==> config.mk <==
export PLATFORM = sky130hd
export DESIGN_NAME = fca1_feed_cu_flat
export DESIGN_NICKNAME = d
export VERILOG_FILES = /design/src/rtl/fca1_feed_cu_pkg.sv /design/src/rtl/fca1_feed_cu_if.sv /design/src/rtl/fca1_feed_cu_prims.sv /design/src/rtl/fca1_feed_cu.sv /design/src/flat_wrapper.sv
export SDC_FILE = /design/constraint.sdc
export NUM_CORES = 1
export LEC_CHECK = 0
export BUFFER_PORTS_ARGS = -buffer_cell sky130_fd_sc_hd__clkbuf_2
export CORE_UTILIZATION = 41
export CTS_CLUSTER_DIAMETER = 80
export DETAILED_ROUTE_END_ITERATION = 10
export PLACE_DENSITY = 0.74
export SLEW_MARGIN = 20
export SYNTH_ARGS = -nofsm -noshare
export SYNTH_HDL_FRONTEND = slang
export SYNTH_SLANG_ARGS = --single-unit
==> constraint.sdc <==
create_clock -name clk -period 1.4 [get_ports clk]
set_clock_uncertainty 0.1 [all_clocks]
set_input_delay 0.28 -clock clk [delete_from_list [all_inputs] [get_ports clk]]
set_output_delay 0.28 -clock clk [all_outputs]
set_load 0.1 [all_outputs]
==> src/rtl/fca1_feed_cu_pkg.sv <==
// Shared definitions for the FC-stage input feeder: state encoding and
// the legal range of the input-feature RAM read latency.
package fca1_feed_cu_pkg;

  typedef enum logic [1:0] {
    ST_IDLE  = 2'd0,
    ST_ISSUE = 2'd1,
    ST_GAP   = 2'd2,
    ST_DRAIN = 2'd3
  } feedState_t;

  localparam int RAM_LATENCY_MIN = 1;
  localparam int RAM_LATENCY_MAX = 2;

  // The drain phase is a single cycle, so only latencies of 1 or 2 are
  // handled correctly.
  function automatic bit ramLatencyOk(input int lat);
    return (lat >= RAM_LATENCY_MIN) && (lat <= RAM_LATENCY_MAX);
  endfunction

endpackage

==> src/rtl/fca1_feed_cu_if.sv <==
// Bundle of the feeder's handshake and buffer-read signals. The master side
// is the feeder itself; the slave side is the surrounding datapath (previous
// layer, input-feature RAM and FC control unit).
interface fca1_feed_cu_if #(
  parameter int SIG_DATA_WIDTH   = 32,
  parameter int ADDRESS_SIZE_IFM = 8
);

  logic                        start_from_previous;
  logic                        end_to_previous;
  logic                        end_from_next;
  logic                        ifm_addr_sel;
  logic                        ifm_enable_read;
  logic [ADDRESS_SIZE_IFM-1:0] ifm_address_read_current;
  logic [SIG_DATA_WIDTH-1:0]   ifm_data_in;
  logic [SIG_DATA_WIDTH-1:0]   data_to_next;
  logic                        start_to_next;

  modport master (
    input  start_from_previous,
    input  end_from_next,
    input  ifm_data_in,
    output end_to_previous,
    output ifm_addr_sel,
    output ifm_enable_read,
    output ifm_address_read_current,
    output data_to_next,
    output start_to_next
  );

  modport slave (
    output start_from_previous,
    output end_from_next,
    output ifm_data_in,
    input  end_to_previous,
    input  ifm_addr_sel,
    input  ifm_enable_read,
    input  ifm_address_read_current,
    input  data_to_next,
    input  start_to_next
  );

endinterface

==> src/rtl/fca1_feed_cu_prims.sv <==
// Small reusable building blocks used by the feeder: a fixed-length delay
// line and an enabled data register, both cleared by the async reset.
module delay_2_1 #(
  parameter int delay_cycles = 1,
  parameter int width        = 1
) (
  input  logic             clk,
  input  logic             reset,
  input  logic [width-1:0] d,
  output logic [width-1:0] q
);

  logic [width-1:0] stage_q [delay_cycles];

  // Shift the input through delay_cycles register stages.
  always_ff @(posedge clk or posedge reset) begin
    if (reset) begin
      for (int i = 0; i < delay_cycles; i++) begin
        stage_q[i] <= '0;
      end
    end else begin
      stage_q[0] <= d;
      for (int i = 1; i < delay_cycles; i++) begin
        stage_q[i] <= stage_q[i-1];
      end
    end
  end

  assign q = stage_q[delay_cycles-1];

endmodule

module Register #(
  parameter int DATA_WIDTH = 32
) (
  input  logic                  clk,
  input  logic                  reset,
  input  logic                  enable,
  input  logic [DATA_WIDTH-1:0] d,
  output logic [DATA_WIDTH-1:0] q
);

  logic [DATA_WIDTH-1:0] data_q;

  // Capture d when enabled, otherwise hold the stored word.
  always_ff @(posedge clk or posedge reset) begin
    if (reset) begin
      data_q <= '0;
    end else if (enable) begin
      data_q <= d;
    end
  end

  assign q = data_q;

endmodule

==> src/rtl/fca1_feed_cu.sv <==
// Input-side feeder for the fully-connected stage. Streams IFM_DEPTH words
// from the input-feature buffer into the FC control unit, one word every
// two cycles, each announced by a one-cycle start_to_next pulse.
module fca1_feed_cu
  import fca1_feed_cu_pkg::*;
#(
  parameter int SIG_DATA_WIDTH   = 32,
  parameter int IFM_DEPTH        = 160,
  parameter int RAM_LATENCY      = 1,
  parameter int ADDRESS_SIZE_IFM = $clog2(IFM_DEPTH)
) (
  input logic            clk,
  input logic            reset,
  fca1_feed_cu_if.master bus
);

  localparam logic [ADDRESS_SIZE_IFM-1:0] LAST_ADDR = ADDRESS_SIZE_IFM'(IFM_DEPTH - 1);

  if (!ramLatencyOk(RAM_LATENCY)) begin : gBadLatency
    $error("fca1_feed_cu: RAM_LATENCY must be 1 or 2");
  end

  feedState_t                  state_q, state_d;
  logic [ADDRESS_SIZE_IFM-1:0] addrCnt_q, addrCnt_d;
  logic                        lastWord_q, lastWord_d;
  logic                        readAccept;
  logic                        readValid;
  logic                        endToPrev;
  logic                        addrSel;

  // State, read address and last-word flag; the flag remembers that the
  // read just issued wrapped the counter so GAP can end the frame.
  always_ff @(posedge clk or posedge reset) begin
    if (reset) begin
      state_q    <= ST_IDLE;
      addrCnt_q  <= '0;
      lastWord_q <= 1'b0;
    end else begin
      state_q    <= state_d;
      addrCnt_q  <= addrCnt_d;
      lastWord_q <= lastWord_d;
    end
  end

  // Next-state and control decode. end_from_next is only looked at in ISSUE,
  // and a start outside IDLE is ignored. DRAIN lasts exactly one cycle, which
  // covers the extra in-flight read when the RAM latency is 2.
  always_comb begin
    state_d    = state_q;
    addrCnt_d  = addrCnt_q;
    lastWord_d = lastWord_q;
    readAccept = 1'b0;
    endToPrev  = 1'b0;
    addrSel    = 1'b1;
    case (state_q)
      ST_IDLE: begin
        endToPrev = 1'b1;
        addrSel   = 1'b0;
        if (bus.start_from_previous) begin
          lastWord_d = 1'b0;
          state_d    = ST_ISSUE;
        end
      end
      ST_ISSUE: begin
        if (bus.end_from_next) begin
          readAccept = 1'b1;
          lastWord_d = (addrCnt_q == LAST_ADDR);
          addrCnt_d  = (addrCnt_q == LAST_ADDR) ? '0 : addrCnt_q + ADDRESS_SIZE_IFM'(1);
          state_d    = ST_GAP;
        end
      end
      ST_GAP: begin
        if (lastWord_q) begin
          state_d = (RAM_LATENCY > 1) ? ST_DRAIN : ST_IDLE;
        end else begin
          state_d = ST_ISSUE;
        end
      end
      ST_DRAIN: begin
        state_d = ST_IDLE;
      end
      default: begin
        state_d = ST_IDLE;
      end
    endcase
  end

  delay_2_1 #(
    .delay_cycles (RAM_LATENCY),
    .width        (1)
  ) uReadValid (
    .clk   (clk),
    .reset (reset),
    .d     (readAccept),
    .q     (readValid)
  );

  Register #(
    .DATA_WIDTH (SIG_DATA_WIDTH)
  ) uDataReg (
    .clk    (clk),
    .reset  (reset),
    .enable (readValid),
    .d      (bus.ifm_data_in),
    .q      (bus.data_to_next)
  );

  assign bus.end_to_previous          = endToPrev;
  assign bus.ifm_addr_sel             = addrSel;
  assign bus.ifm_enable_read          = readAccept;
  assign bus.ifm_address_read_current = addrCnt_q;
  assign bus.start_to_next            = readValid;

endmodule
==> src/flat_wrapper.sv <==
// flat-port wrapper written by rule: the top's interface ports become plain ports
module fca1_feed_cu_flat import fca1_feed_cu_pkg::*;
#(
  parameter int SIG_DATA_WIDTH   = 32,
  parameter int IFM_DEPTH        = 160,
  parameter int RAM_LATENCY      = 1,
  parameter int ADDRESS_SIZE_IFM = $clog2(IFM_DEPTH)
)
  (clk, reset, bus_start_from_previous, bus_end_from_next, bus_ifm_data_in, bus_end_to_previous, bus_ifm_addr_sel, bus_ifm_enable_read, bus_ifm_address_read_current, bus_data_to_next, bus_start_to_next);
  fca1_feed_cu_if #(.SIG_DATA_WIDTH(SIG_DATA_WIDTH), .ADDRESS_SIZE_IFM(ADDRESS_SIZE_IFM)) bus_i ();
  input logic clk;
  input logic reset;
  input wire logic [$bits(bus_i.start_from_previous)-1:0] bus_start_from_previous;
  input wire logic [$bits(bus_i.end_from_next)-1:0] bus_end_from_next;
  input wire logic [$bits(bus_i.ifm_data_in)-1:0] bus_ifm_data_in;
  output wire logic [$bits(bus_i.end_to_previous)-1:0] bus_end_to_previous;
  output wire logic [$bits(bus_i.ifm_addr_sel)-1:0] bus_ifm_addr_sel;
  output wire logic [$bits(bus_i.ifm_enable_read)-1:0] bus_ifm_enable_read;
  output wire logic [$bits(bus_i.ifm_address_read_current)-1:0] bus_ifm_address_read_current;
  output wire logic [$bits(bus_i.data_to_next)-1:0] bus_data_to_next;
  output wire logic [$bits(bus_i.start_to_next)-1:0] bus_start_to_next;
  assign bus_i.start_from_previous = bus_start_from_previous;
  assign bus_i.end_from_next = bus_end_from_next;
  assign bus_i.ifm_data_in = bus_ifm_data_in;
  assign bus_end_to_previous = bus_i.end_to_previous;
  assign bus_ifm_addr_sel = bus_i.ifm_addr_sel;
  assign bus_ifm_enable_read = bus_i.ifm_enable_read;
  assign bus_ifm_address_read_current = bus_i.ifm_address_read_current;
  assign bus_data_to_next = bus_i.data_to_next;
  assign bus_start_to_next = bus_i.start_to_next;
  fca1_feed_cu #(.SIG_DATA_WIDTH(SIG_DATA_WIDTH), .IFM_DEPTH(IFM_DEPTH), .RAM_LATENCY(RAM_LATENCY), .ADDRESS_SIZE_IFM(ADDRESS_SIZE_IFM)) u_core (.clk(clk), .reset(reset), .bus(bus_i));
endmodule
# Word level (Yosys, flattened, before mapping)
# Cells that the tools add are included.
[classes]
n_eq_ne = 6
n_addsub = 1
mux = 12
n_mul = 0
n_lt_le_gt_ge = 0
reduce_logical = 5
bitwise_logic = 0
div_mod_pow = 0
shifts = 0
[op_table]
columns = ["operator", "count"]
rows = [
  ["$add A8 B1 Y8 const B", 1],
  ["$eq A8 B8 Y1 const B", 1],
  ["$mux W8", 1],
  ["$pmux W2 S4", 1],
  ["$mux W1", 7],
  ["$eq A2 B2 Y1 const B", 2],
  ["$mux W2", 2],
  ["$ne A2 B2 Y1 const B", 2],
  ["$reduce_and A2 Y1", 2],
  ["$reduce_and A3 Y1", 1],
  ["$eq A2 B1 Y1 const B", 1],
  ["$logic_not A2 Y1", 1],
  ["$pmux W1 S2", 1],
  ["$reduce_bool A2 Y1", 1],
]
[word_totals]
mem_bits_ro = 0
ff_bits = 44
word_cells = 29
n_memories = 0
ram_bits = 0
latch_bits = 0
input_bits = 36

# Logic depth before layout (Yosys ltp)
[logic_depth]
word_depth = 3
ltp_mapped = 4

# Hierarchy
# A second synthesis with hierarchy kept.
[unflattened]
hier_cells = 131
area_unflattened_um2 = 1945.6
[modules_own_cells]
columns = ["mod", "n_inst", "seq_area_each_um2", "cells_each", "area_per_inst_um2"]
rows = [
  ["Register", 1, 800.8, 69, 1348.8],
  ["fca1_feed_cu", 1, 275.3, 60, 568.0],
  ["delay_2_1", 1, 25.0, 2, 28.8],
]

# Worst setup path after synthesis
# No wires, ideal clock.
[synth_timing]
path_type = "flip-flop to output port"
from = "register u_core.state_q[0]"
to = "output port bus_ifm_addr_sel"
t_required_ns = 1.020
path_stages_with_launch = 3
path_buffers = 0
setup_slack_ns = -1.663
arrival_ns = 2.683
cell_sequence = "dfrtp_1 -> nor2_1 -> inv_1"
[synth_between]
elab_chain_len = 2
[synth_lines]
columns = ["element", "line", "text"]
rows = [
  ["start, declared", "fca1_feed_cu.sv:23", "feedState_t state_q, state_d;"],
  ["start signal, assigned", "fca1_feed_cu.sv:39", "state_q <= state_d;"],
  ["$logic_not A2 Y1", "fca1_feed_cu.sv:55", "case (state_q)"],
  ["$mux W1", "fca1_feed_cu.sv:55", ""],
  ["end, declared", "flat_wrapper.sv:17", "output wire logic [$bits(bus_i.ifm_addr_sel)-1:0] bus_ifm_addr_sel;"],
]
# Every way passes these cells.

# Final worst setup path
# Same ends and word-level chain as after synthesis.

==> results.yml <==
outcome:
  status: "finished with violations"
  violations: "negative setup slack"
sta:
  timing.final.ws_setup_ns: -0.222
  hold_slack_ns: 0.123
  hold_viol: 0
  fin_setup_tns_ns: -1.17
  setup_viol: 11
  fmax_mhz: 617
  min_period_over_period_pct: 116
  max_slew_margin_pct: 76.5
  rsz0062_at_grt: "true"
  max_slew.worst_pin.slew_ns: 0.351
  period_needed_ns: 1.62
  finalMaxSlewViolations: 0
routing:
  drtIter0Drc: 43
  drcViolationCount: 0
  vias_per_cell: 5.13
  vias: 1456
  totalWireLength_um: 5030
  drt-wirelength-per-cell_um: 17.7
  drtAntennaViolNets: 0
  first_pass_iters: 4
clocking:
  cts_buffer_depth: 2
  cts_tree: "built"
  clock_latency_ns: 0.29
  cts_root_buf: "clkbuf_8"
  htreeDepth: 2
  numCtsBuffers: 5
  cts_num_sinks: 44
  path_clk_slew_ns: 0.08
grt:
  grt_pass1_wl_um: 7350
  gr-total-overflow: 0
  grt_max_degree: 21
  grt_pass1_vias: 1509
  grt_usage_pct: 22.5
  antenna_found_initial: 0
worst_setup_path:
  cp-end-kind: "primary output"
  path_buf_inv: 3
  cpMaxStageDelayCell: "dfrtp_2"
  path_delay_family: "flip-flops"
  cp_max_fo: 3
  crit_path_cell_trace: "buf_6, nor2_4, inv_2, buf_12"
  crit_type: "register to primary output"
  cp.arrival_ns: 1.24
  critical_path.startpoint_type: "register"
  cp_slowest_stage_delay_ns: 0.45
  critical_path_required_ns: 1.02
final_layout:
  layout-drive-gt1-share_pct: 72.6
  fillers: 185
  final_util_pct: 85.7
  layout_common_cells: "buf_12 (47), clkbuf_2 (35), dfrtp_1 (34), mux2_4 (30), buf_4 (13)"
  num_antenna_cells: 0
  final_common_cell: "buf_12"
  area.growth.synth_to_final_pct: 97.0
  nets: 270
die:
  fp.dieH_um: 67.6
  initial_core_util_pct: 43.5
  die_width_um: 67.6
  core-area_mm2: 0.00406
  rows: 23
  ios: 80
  die_area_mm2: 0.00457
job:
  max-cap-violations: 0
synth:
  syn_avg_cell_area_um2: 13.8
  ys_seq_elements: 44
  synth_nets: 165
  yosys_warnings: 0
  synth_cell_types: 26
  netlist_area_mm2: 0.00177
  yosysSeqAreaShare_pct: 62.4
  postSynthCellCount: 128
place:
  numPortBuffers: 79
  routabilityCongestion: 0.728
  pre_cts_ws_ns: 0.0119
  hpwl_um: 3290
worst_hold_path:
  hp-class: "primary input to register"
## path summary, 6_finish.rpt
| kind | cells after the start | startpoint | endpoint | slack, ns |
|---|---|---|---|---|
| max | 4 | u_core.state_q[0] | bus_ifm_addr_sel | -0.22 |
| min | 2 | bus_ifm_data_in[22] | u_core.uDataReg.q[22] | 0.12 |
| max reg2reg | 4 | u_core.state_q[1] | u_core.bus.ifm_address_read_current[5] | -0.17 |
| min reg2reg | 1 | u_core.lastWord_q | u_core.lastWord_q | 0.42 |
| max in group asynchronous | 4 | reset | u_core.uDataReg.q[26] | 0.30 |
| min in group asynchronous | 3 | reset | u_core.lastWord_q | 0.44 |
## cell type report
class	instances	area (um^2)	share of cell area, %
timing repair buffer	103	1300	37.5
multi-input combinational	72	835	24.0
inverter	7	33.8	0.972
clock buffer	6	72.6	2.09
tap	50	62.6	1.80
clock inverter	2	35.0	1.01
sequential	44	1140	32.7
## logic make-up after synthesis
family	synth area share, %
XOR/XNOR	1.49
buffers and inverters	2.83
adder cells (fa/ha/maj)	0.709
multiplexers	20.4
flip-flops	62.4
AND/OR/NAND/NOR	7.58
AO/OA/AOI/OAI	4.61
## metrics by stage
| stage | instance area [um^2] | cells |
|---|---|---|
| final | 3480 | 284 |
| after global routing | 3480 | 284 |
| after CTS | 3390 | 281 |
| after detailed placement | 3170 | 262 |
| after global placement | 3170 | 262 |
| after floorplan | 2000 | 128 |
## cell usage after synthesis
cell type | number | area [um^2]
a211oi_1 | 1 | 7.51
a21o_1 | 2 | 15.0
a21oi_1 | 2 | 10.0
buf_2 | 4 | 20.0
clkbuf_1 | 1 | 3.75
dfrtp_1 | 44 | 1100
ha_1 | 1 | 12.5
inv_1 | 7 | 26.3
mux2_1 | 2 | 22.5
mux2_2 | 30 | 338
nand2_1 | 7 | 26.3
nand3_1 | 4 | 20.0
nand3b_4 | 1 | 20.0
nand4bb_1 | 1 | 11.3
nor2_1 | 3 | 11.3
nor3_1 | 2 | 10.0
nor4_1 | 1 | 6.26
o211ai_1 | 1 | 7.51
o21ai_0 | 4 | 20.0
o22ai_1 | 1 | 6.26
o31ai_1 | 2 | 15.0
or2b_1 | 1 | 7.51
or3_1 | 1 | 6.26
or4_1 | 2 | 15.0
xnor2_1 | 1 | 8.76
xor2_1 | 2 | 17.5
## state kept, by name, summed over array words and instances (netlist names)
name	count
u_core.bus.ifm_address_read_current	8
u_core.lastWord_q	1
u_core.state_q	2
u_core.uDataReg.q	32
u_core.uReadValid.q	1
## routing by layer
metal | vias up | share of wire [%] | global-route usage, %
met5 | - | 0 | 0
met4 | 0 | 3.3 | 10.9
met3 | 14 | 5.5 | 5.74
met2 | 64 | 51 | 39.7
met1 | 724 | 40 | 24.9
li1 | 654 | - | -
## repair_timing
item | 4_1_cts | 5_1_grt
gates cloned | 0 | 0
setup buffers | 10 | 4
hold buffers | 1 | 0
setup endpoints to repair | 7 | 16
pin swaps | 1 | 5
hold endpoints to repair | 13 | 0
resized for setup | 8 | 16
Power is left out: the tool's default activity adds up to more than one toggle a clock period on the data nets, which glitch-free logic cannot reach.
